[config.mk]
export PLATFORM = sky130hd
export DESIGN_NAME = dmem_port_arbiter
export DESIGN_NICKNAME = d
export VERILOG_FILES = /design/src/rtl/dmem_port_arbiter.sv
export SDC_FILE = /design/constraint.sdc
export NUM_CORES = 1
export LEC_CHECK = 0
export BUFFER_PORTS_ARGS = -buffer_cell sky130_fd_sc_hd__buf_2
export CAP_MARGIN = 25
export CORE_AREA = 2 2 231 233
export CTS_CLUSTER_DIAMETER = 120
export DETAILED_ROUTE_END_ITERATION = 12
export DIE_AREA = 0 0 233 235
export PLACE_DENSITY = 0.3
export SLEW_MARGIN = 25
export SYNTH_ARGS = -nofsm -noshare
export SYNTH_HDL_FRONTEND = slang
export SYNTH_SLANG_ARGS = --single-unit
[constraint.sdc]
create_clock -name clk -period 3.55 [get_ports clk]
set_input_delay 0.355 -clock clk [delete_from_list [all_inputs] [get_ports clk]]
set_output_delay 0.355 -clock clk [all_outputs]
set_load 0.05 [all_outputs]
[src/rtl/dmem_port_arbiter.sv]
// Two-requester arbiter for the fixed-latency data memory: independent LD and ST channels.
// Zero added latency: requests and responses are forwarded combinationally; only ownership is registered.
// Backpressure: memory ready passes to the granted port; a full owner FIFO withholds the grant.

// One channel: round-robin select with request lock, plus an owner FIFO for response routing.
module dmem_arb_chan #(
    parameter int PW    = 36,
    parameter int DEPTH = 2
) (
    input  logic            clk,
    input  logic            rst_n,
    input  logic [1:0]      i_s_valid,
    output logic [1:0]      o_s_ready,
    input  logic [2*PW-1:0] i_s_pay,
    output logic            o_m_valid,
    input  logic            i_m_ready,
    output logic [PW-1:0]   o_m_pay,
    input  logic            i_m_resp_valid,
    output logic            o_m_resp_ready,
    output logic [1:0]      o_s_resp_valid,
    input  logic [1:0]      i_s_resp_ready,
    output logic            o_unexp
);
    localparam int PTR_W = (DEPTH > 1) ? $clog2(DEPTH) : 1;
    localparam int CNT_W = $clog2(DEPTH) + 1;

    typedef enum logic {ST_IDLE, ST_LOCKED} state_t;

    state_t             r_state;
    logic               r_lock_sel;
    logic               r_last;
    logic               r_owner [DEPTH];
    logic [PTR_W-1:0]   r_wptr;
    logic [PTR_W-1:0]   r_rptr;
    logic [CNT_W-1:0]   r_cnt;
    logic               r_unexp;

    logic               w_empty;
    logic               w_full;
    logic               w_head;
    logic               w_sel;
    logic               w_grant_ok;
    logic               w_push;
    logic               w_pop;

    assign w_empty    = (r_cnt == '0);
    assign w_full     = (r_cnt == CNT_W'(DEPTH));
    assign w_head     = r_owner[r_rptr];

    // With nothing outstanding a response has no owner, so it is swallowed here.
    assign o_m_resp_ready = w_empty ? i_m_resp_valid : i_s_resp_ready[w_head];
    assign w_pop          = i_m_resp_valid & o_m_resp_ready & ~w_empty;

    // A pop in the same cycle frees a slot, so a full FIFO may still grant.
    assign w_grant_ok = ~w_full | w_pop;

    // Requester selection: held while locked, otherwise round-robin on ties.
    always_comb begin
        w_sel = 1'b0;
        if (r_state == ST_LOCKED) begin
            w_sel = r_lock_sel;
        end else if (&i_s_valid) begin
            w_sel = ~r_last;
        end else begin
            w_sel = i_s_valid[1];
        end
    end

    assign o_m_valid = i_s_valid[w_sel] & w_grant_ok;
    assign o_m_pay   = w_sel ? i_s_pay[2*PW-1:PW] : i_s_pay[PW-1:0];
    assign w_push    = o_m_valid & i_m_ready;
    assign o_unexp   = r_unexp;

    // Ready and response-valid steering toward the selected / owning port.
    always_comb begin
        o_s_ready             = 2'b00;
        o_s_ready[w_sel]      = i_m_ready & w_grant_ok;
        o_s_resp_valid        = 2'b00;
        o_s_resp_valid[w_head] = i_m_resp_valid & ~w_empty;
    end

    // Owner storage: entry content is only meaningful below the count, so it needs no reset.
    always_ff @(posedge clk) begin
        if (w_push) begin
            r_owner[r_wptr] <= w_sel;
        end
    end

    // Lock FSM, round-robin history, FIFO pointers/count and the sticky unexpected-response flag.
    always_ff @(posedge clk) begin
        if (!rst_n) begin
            r_state    <= ST_IDLE;
            r_lock_sel <= 1'b0;
            r_last     <= 1'b1;
            r_wptr     <= '0;
            r_rptr     <= '0;
            r_cnt      <= '0;
            r_unexp    <= 1'b0;
        end else begin
            case (r_state)
                ST_IDLE: begin
                    if (o_m_valid && !i_m_ready) begin
                        r_state    <= ST_LOCKED;
                        r_lock_sel <= w_sel;
                    end
                end
                ST_LOCKED: begin
                    if (i_m_ready) begin
                        r_state <= ST_IDLE;
                    end
                end
                default: r_state <= ST_IDLE;
            endcase
            if (w_push) begin
                r_last <= w_sel;
                r_wptr <= (r_wptr == PTR_W'(DEPTH - 1)) ? '0 : r_wptr + PTR_W'(1);
            end
            if (w_pop) begin
                r_rptr <= (r_rptr == PTR_W'(DEPTH - 1)) ? '0 : r_rptr + PTR_W'(1);
            end
            case ({w_push, w_pop})
                2'b10:   r_cnt <= r_cnt + CNT_W'(1);
                2'b01:   r_cnt <= r_cnt - CNT_W'(1);
                default: r_cnt <= r_cnt;
            endcase
            if (i_m_resp_valid && w_empty) begin
                r_unexp <= 1'b1;
            end
        end
    end
endmodule

// Top: packs per-port payloads and runs the load and store channels side by side.
module dmem_port_arbiter #(
    parameter int ADDR_W    = 32,
    parameter int LDTAG_W   = 4,
    parameter int MAX_OUTST = 2
) (
    input  logic                  clk,
    input  logic                  rst_n,
    input  logic [1:0]            s_ld_valid,
    output logic [1:0]            s_ld_ready,
    input  logic [2*ADDR_W-1:0]   s_ld_addr,
    input  logic [2*LDTAG_W-1:0]  s_ld_tag,
    output logic [1:0]            s_ld_resp_valid,
    input  logic [1:0]            s_ld_resp_ready,
    output logic [63:0]           s_ld_resp_data,
    output logic [LDTAG_W-1:0]    s_ld_resp_tag,
    output logic                  s_ld_resp_err,
    input  logic [1:0]            s_st_valid,
    output logic [1:0]            s_st_ready,
    input  logic [2*ADDR_W-1:0]   s_st_addr,
    input  logic [127:0]          s_st_wdata,
    input  logic [15:0]           s_st_wstrb,
    output logic [1:0]            s_st_resp_valid,
    input  logic [1:0]            s_st_resp_ready,
    output logic                  m_ld_valid,
    input  logic                  m_ld_ready,
    output logic [ADDR_W-1:0]     m_ld_addr,
    output logic [LDTAG_W-1:0]    m_ld_tag,
    input  logic                  m_ld_resp_valid,
    output logic                  m_ld_resp_ready,
    input  logic [63:0]           m_ld_resp_data,
    input  logic [LDTAG_W-1:0]    m_ld_resp_tag,
    input  logic                  m_ld_resp_err,
    output logic                  m_st_valid,
    input  logic                  m_st_ready,
    output logic [ADDR_W-1:0]     m_st_addr,
    output logic [63:0]           m_st_wdata,
    output logic [7:0]            m_st_wstrb,
    input  logic                  m_st_resp_valid,
    output logic                  m_st_resp_ready,
    output logic                  unexp_resp
);
    localparam int LD_PW = ADDR_W + LDTAG_W;
    localparam int ST_PW = ADDR_W + 64 + 8;

    logic [2*LD_PW-1:0] w_ld_pay;
    logic [LD_PW-1:0]   w_ld_m_pay;
    logic [2*ST_PW-1:0] w_st_pay;
    logic [ST_PW-1:0]   w_st_m_pay;
    logic               w_ld_unexp;
    logic               w_st_unexp;

    assign w_ld_pay = {s_ld_addr[ADDR_W +: ADDR_W], s_ld_tag[LDTAG_W +: LDTAG_W],
                       s_ld_addr[0 +: ADDR_W],      s_ld_tag[0 +: LDTAG_W]};
    assign w_st_pay = {s_st_addr[ADDR_W +: ADDR_W], s_st_wdata[127:64], s_st_wstrb[15:8],
                       s_st_addr[0 +: ADDR_W],      s_st_wdata[63:0],   s_st_wstrb[7:0]};

    dmem_arb_chan #(.PW(LD_PW), .DEPTH(MAX_OUTST)) u_ld (
        .clk            (clk),
        .rst_n          (rst_n),
        .i_s_valid      (s_ld_valid),
        .o_s_ready      (s_ld_ready),
        .i_s_pay        (w_ld_pay),
        .o_m_valid      (m_ld_valid),
        .i_m_ready      (m_ld_ready),
        .o_m_pay        (w_ld_m_pay),
        .i_m_resp_valid (m_ld_resp_valid),
        .o_m_resp_ready (m_ld_resp_ready),
        .o_s_resp_valid (s_ld_resp_valid),
        .i_s_resp_ready (s_ld_resp_ready),
        .o_unexp        (w_ld_unexp)
    );

    dmem_arb_chan #(.PW(ST_PW), .DEPTH(MAX_OUTST)) u_st (
        .clk            (clk),
        .rst_n          (rst_n),
        .i_s_valid      (s_st_valid),
        .o_s_ready      (s_st_ready),
        .i_s_pay        (w_st_pay),
        .o_m_valid      (m_st_valid),
        .i_m_ready      (m_st_ready),
        .o_m_pay        (w_st_m_pay),
        .i_m_resp_valid (m_st_resp_valid),
        .o_m_resp_ready (m_st_resp_ready),
        .o_s_resp_valid (s_st_resp_valid),
        .i_s_resp_ready (s_st_resp_ready),
        .o_unexp        (w_st_unexp)
    );

    assign m_ld_addr  = w_ld_m_pay[LD_PW-1:LDTAG_W];
    assign m_ld_tag   = w_ld_m_pay[LDTAG_W-1:0];
    assign m_st_addr  = w_st_m_pay[ST_PW-1:72];
    assign m_st_wdata = w_st_m_pay[71:8];
    assign m_st_wstrb = w_st_m_pay[7:0];

    // Response payload is shared; only the routed valid bit says who it belongs to.
    assign s_ld_resp_data = m_ld_resp_data;
    assign s_ld_resp_tag  = m_ld_resp_tag;
    assign s_ld_resp_err  = m_ld_resp_err;
    assign unexp_resp     = w_ld_unexp | w_st_unexp;
endmodule

==> results.env <==
STARTPOINT_TYPE='flip-flop'
PORT_BUFFERS=446
DETAIL_ROUTE.FIRST_PASS.ITERATIONS=4
CP_SLOWEST_CELL='mux2i_4'
CELLLEAKAGEPOWER_nW=2.97
ACHIEVABLE-FREQUENCY_GHz=0.371
SETUP_VIOL=0
HOLD_PATH_CLASS='in2reg'
TYPE_OF_THE_WORST_SETUP_PATH='reg2out'
YS_WARN_COUNT=0
TIMING.SLEW.HEADROOM_PCT=62.3
CTS_TREE='built'
FINAL_LAYOUT_SIZE_SUFFIX_GT1_SHARE_PCT=82.9
DESIGN_POWER_TOTAL_mW=2.16
NUMBER_OF_ROUTED_NETS_WITH_ANTENNA_VIOLATIONS=0
ROUTE.TOP_LAYER_USED='met5'
WORST_SETUP_PATH_END_KIND='output pin'
DETAILROUTE.VIA_COUNT=4234
DETAIL_ROUTE.DRC_VIOLATIONS=0
FINAL_NETS=1102
DOMINANTREGCELLSYNTH='dfxtp_1'
GRT_PASS1_VIAS=4316
CRIT_FANOUT=28
GP_ROUTABILITY_CONGESTION=0.718
FINAL_CRITICAL_DELAY_INCLUDING_SETUP_AND_EXTERNAL_DELAYS_NS=2.70
SYN-CELL-AREA_UM2=3440
RSZ0062_AT_GRT='no'
CAP_VIOL_MAX_COUNT=0
SYNTHESIS.NETS=728
FINAL-HOLD-VIOLATION-COUNT=0
GRT_PASS1_WL_MM=26.6
CTS_ROOT_CELL='clkbuf_16'
POWER_PER_CELL_AREA_nW_PER_UM2=355
SYNTH.LARGEST_AREA_CELL='mux2_2'
CTS_REPAIR_RESIZE_COUNT=0
GRT_ANTENNA_BEFORE_REPAIR=8
FINAL_TNS_SETUP_NS=0
GRT_MAX_DEGREE=39
NUMBER_OF_BUFFERS_CREATED_BY_CTS=3
RUN_STATUS='completed'
COREAREA_UM2=52200
YS_SEQ_AREA_SHARE_PCT=14.0
SYNTH_AREA_PER_CELL_UM2=9.48
WL_PER_CELL_UM=14.0
WL_MET3_MM=2.87
DIE_W_UM=233
CLOCK_NET_SINK_COUNT=22
FINALCLOCKSKEW_NS=0.00201
VIAS_PER_CELL=2.97
SYN_TO_FINAL_GROWTH_PCT=77.2
TIMING.CRITICAL_PATH.ARRIVAL_NS=2.34
GATE_COUNT_OF_THE_MAPPED_NETLIST=363
SYNTHTOPCELLSBYAREA='mux2_2 (45%), buf_4 (15%), dfxtp_1 (10%), edfxtp_1 (3.5%), nor2_1 (2.3%)'
EFFECTIVE_UTILIZATION_AT_FLOORPLAN_PCT=6.59
DRT_ITER0_MARKERS=131
SYNTH-SEQ-CELLS=22
YS_TYPES=40
WORST-ENDPOINT-REQUIRED_NS=3.19
CRITPATHMAXSTAGEDELAY_NS=0.49
POST_SYNTH_EDFFS=4
PIN_COUNT=585
POSTSYNTH.ASYNCRESETSHARE_PCT=0
VDD_DROP_MAX_mV=0.131
POST-ROUTE-UTIL_PCT=11.7
ROUTED-WL-MET2_MM=10.3
DP_HPWL_MM=18.2
TIGHTESTPINTRANSITION_NS=0.559
SYNTHDOMINANTCELLAREASHARE_PCT=45.1
POST-CTS-SETUP-BUFFER-COUNT=0
DETAIL_ROUTE.WIRELENGTH.MET1_MM=6.69
GR-USAGE-ALL-LAYERS_PCT=6.66
FILLERS=6099
PATH_CELLS='mux2i_4 > buf_12 > buf_4 > mux2_2 > buf_2'
DIE_AREA_UM2=54800
ROUTED_WL_MM=20.0
PERIOD_SHARE_PCT=75.9
CLKLATENCYLATEPIN_NS=0.25
TIMING.FINAL.MAX_SLEW_VIOLATIONS=0
CTS_HOLD_BUFFERS=0
CTS.REPORTEDPATHS.CLKPINSLEW_NS=0.06
CTS.PATH.MAX_BUFFERS=2
GLOBALROUTEOVERFLOWTOTAL=0
NUM_ROWS=84
CTS-HTREE-LEVELS=1
DIE_H_UM=235
==> layout by cell type (no fill, tap or decap), types with 2 or more instances in the layout <==
cell	instances
xnor2_1	3
o211ai_1	3
xor2_1	2
nor2_1	21
nor2b_1	3
mux2_2	138
clkbuf_16	3
mux2i_4	2
and3_1	3
o21ai_0	9
o211a_1	3
or2_2	2
edfxtp_1	4
dfxtp_1	18
inv_1	10
nand2b_1	6
diode_2	4
buf_12	2
or3_1	3
buf_2	446
buf_4	9
mux2i_1	7
a21oi_1	8
ha_1	2
mux2_1	4
nand2_1	9
==> through the flow <==
| step | cells | hold WS, ns | area [µm²] | worst slack, ns |
|---|---|---|---|---|
| after floorplan | 363 | 0.429 | 3440 | 1.27 |
| after global placement | 1420 | 0.451 | 6010 | 1.06 |
| after detailed placement | 1420 | 0.450 | 6010 | 1.01 |
| after CTS | 1423 | 0.403 | 6090 | 0.792 |
| after global routing | 1423 | 0.422 | 6090 | 0.697 |
| final | 1427 | 0.396 | 6100 | 0.854 |
==> final timing paths <==
| kind | start | to | slack [ns] | depth (start not counted) |
|---|---|---|---|---|
| worst max-delay path | u_st.r_state | m_st_wdata[9] | 0.85 | 5 |
| worst min-delay path | m_ld_resp_valid | u_ld.o_unexp | 0.40 | 3 |
| worst max register to register | flip-flop | u_ld.r_cnt[1] | 1.12 | 7 |
| worst min register to register | u_ld.o_unexp | u_ld.o_unexp | 0.46 | 2 |
==> metal layers <==
layer | up-vias | GRT usage (%)
met5 | - | 0.536
met4 | 2 | 0.251
met3 | 14 | 3.76
met2 | 371 | 13.0
met1 | 1881 | 6.18
li1 | 1966 | -
==> flip-flops by register name, indices dropped and copies added, names as in the netlist, named ones only <==
signal / count
u_st.r_cnt: 2
u_ld.r_wptr: 1
u_ld.r_owner: 2
u_ld.o_unexp: 1
u_ld.r_state: 1
u_st.r_state: 1
u_st.r_owner: 2
u_ld.r_lock_sel: 1
u_st.r_last: 1
u_ld.r_rptr: 1
u_st.r_lock_sel: 1
u_ld.r_last: 1
u_ld.r_cnt: 2
u_st.r_wptr: 1
u_st.r_rptr: 1
u_st.o_unexp: 1
==> cell families after synthesis <==
group / synth area share [%]
compound gates: 7.05
xor+xnor: 1.27
fa+ha+maj: 0.727
buf+inv: 19.7
flops: 14.0
mux: 50.6
simple gates: 6.69
==> worst max-delay path, delay by kind of cell, from the launching register on <==
family | cells | cell delay (ns)
buf+inv | 3 | 0.73
mux | 2 | 0.85
flops | 1 | 0.47
==> power breakdown <==
| group | internal [mW] | switching, mW |
|---|---|---|
| Combinational | 0.529 | 1.07 |
| Sequential | 0.292 | 0.0384 |
| Clock | 0.149 | 0.0863 |
==> layout make-up <==
| type | count | area (µm²) | area share [%] |
|---|---|---|---|
| diodes | 4 | 10.0 | 0.164 |
| repair buffers | 457 | 2340 | 38.4 |
| multi-input cells | 243 | 2300 | 37.6 |
| flip-flops and latches | 22 | 480 | 7.88 |
| clock buffers | 3 | 75.1 | 1.23 |
| inverters | 10 | 37.5 | 0.615 |
| well taps | 688 | 861 | 14.1 |
==> synthesized netlist by cell type (all sizes together) (4+ instances only) <==
master and n:
edfxtp 4, inv 10, a21oi 8, nand2 9
mux2i 10, mux2 143, o21ai 10, clkbuf 4
dfxtp 18, nand2b 6, nor2 21, buf 84
Power figures use the tool's default switching activity.
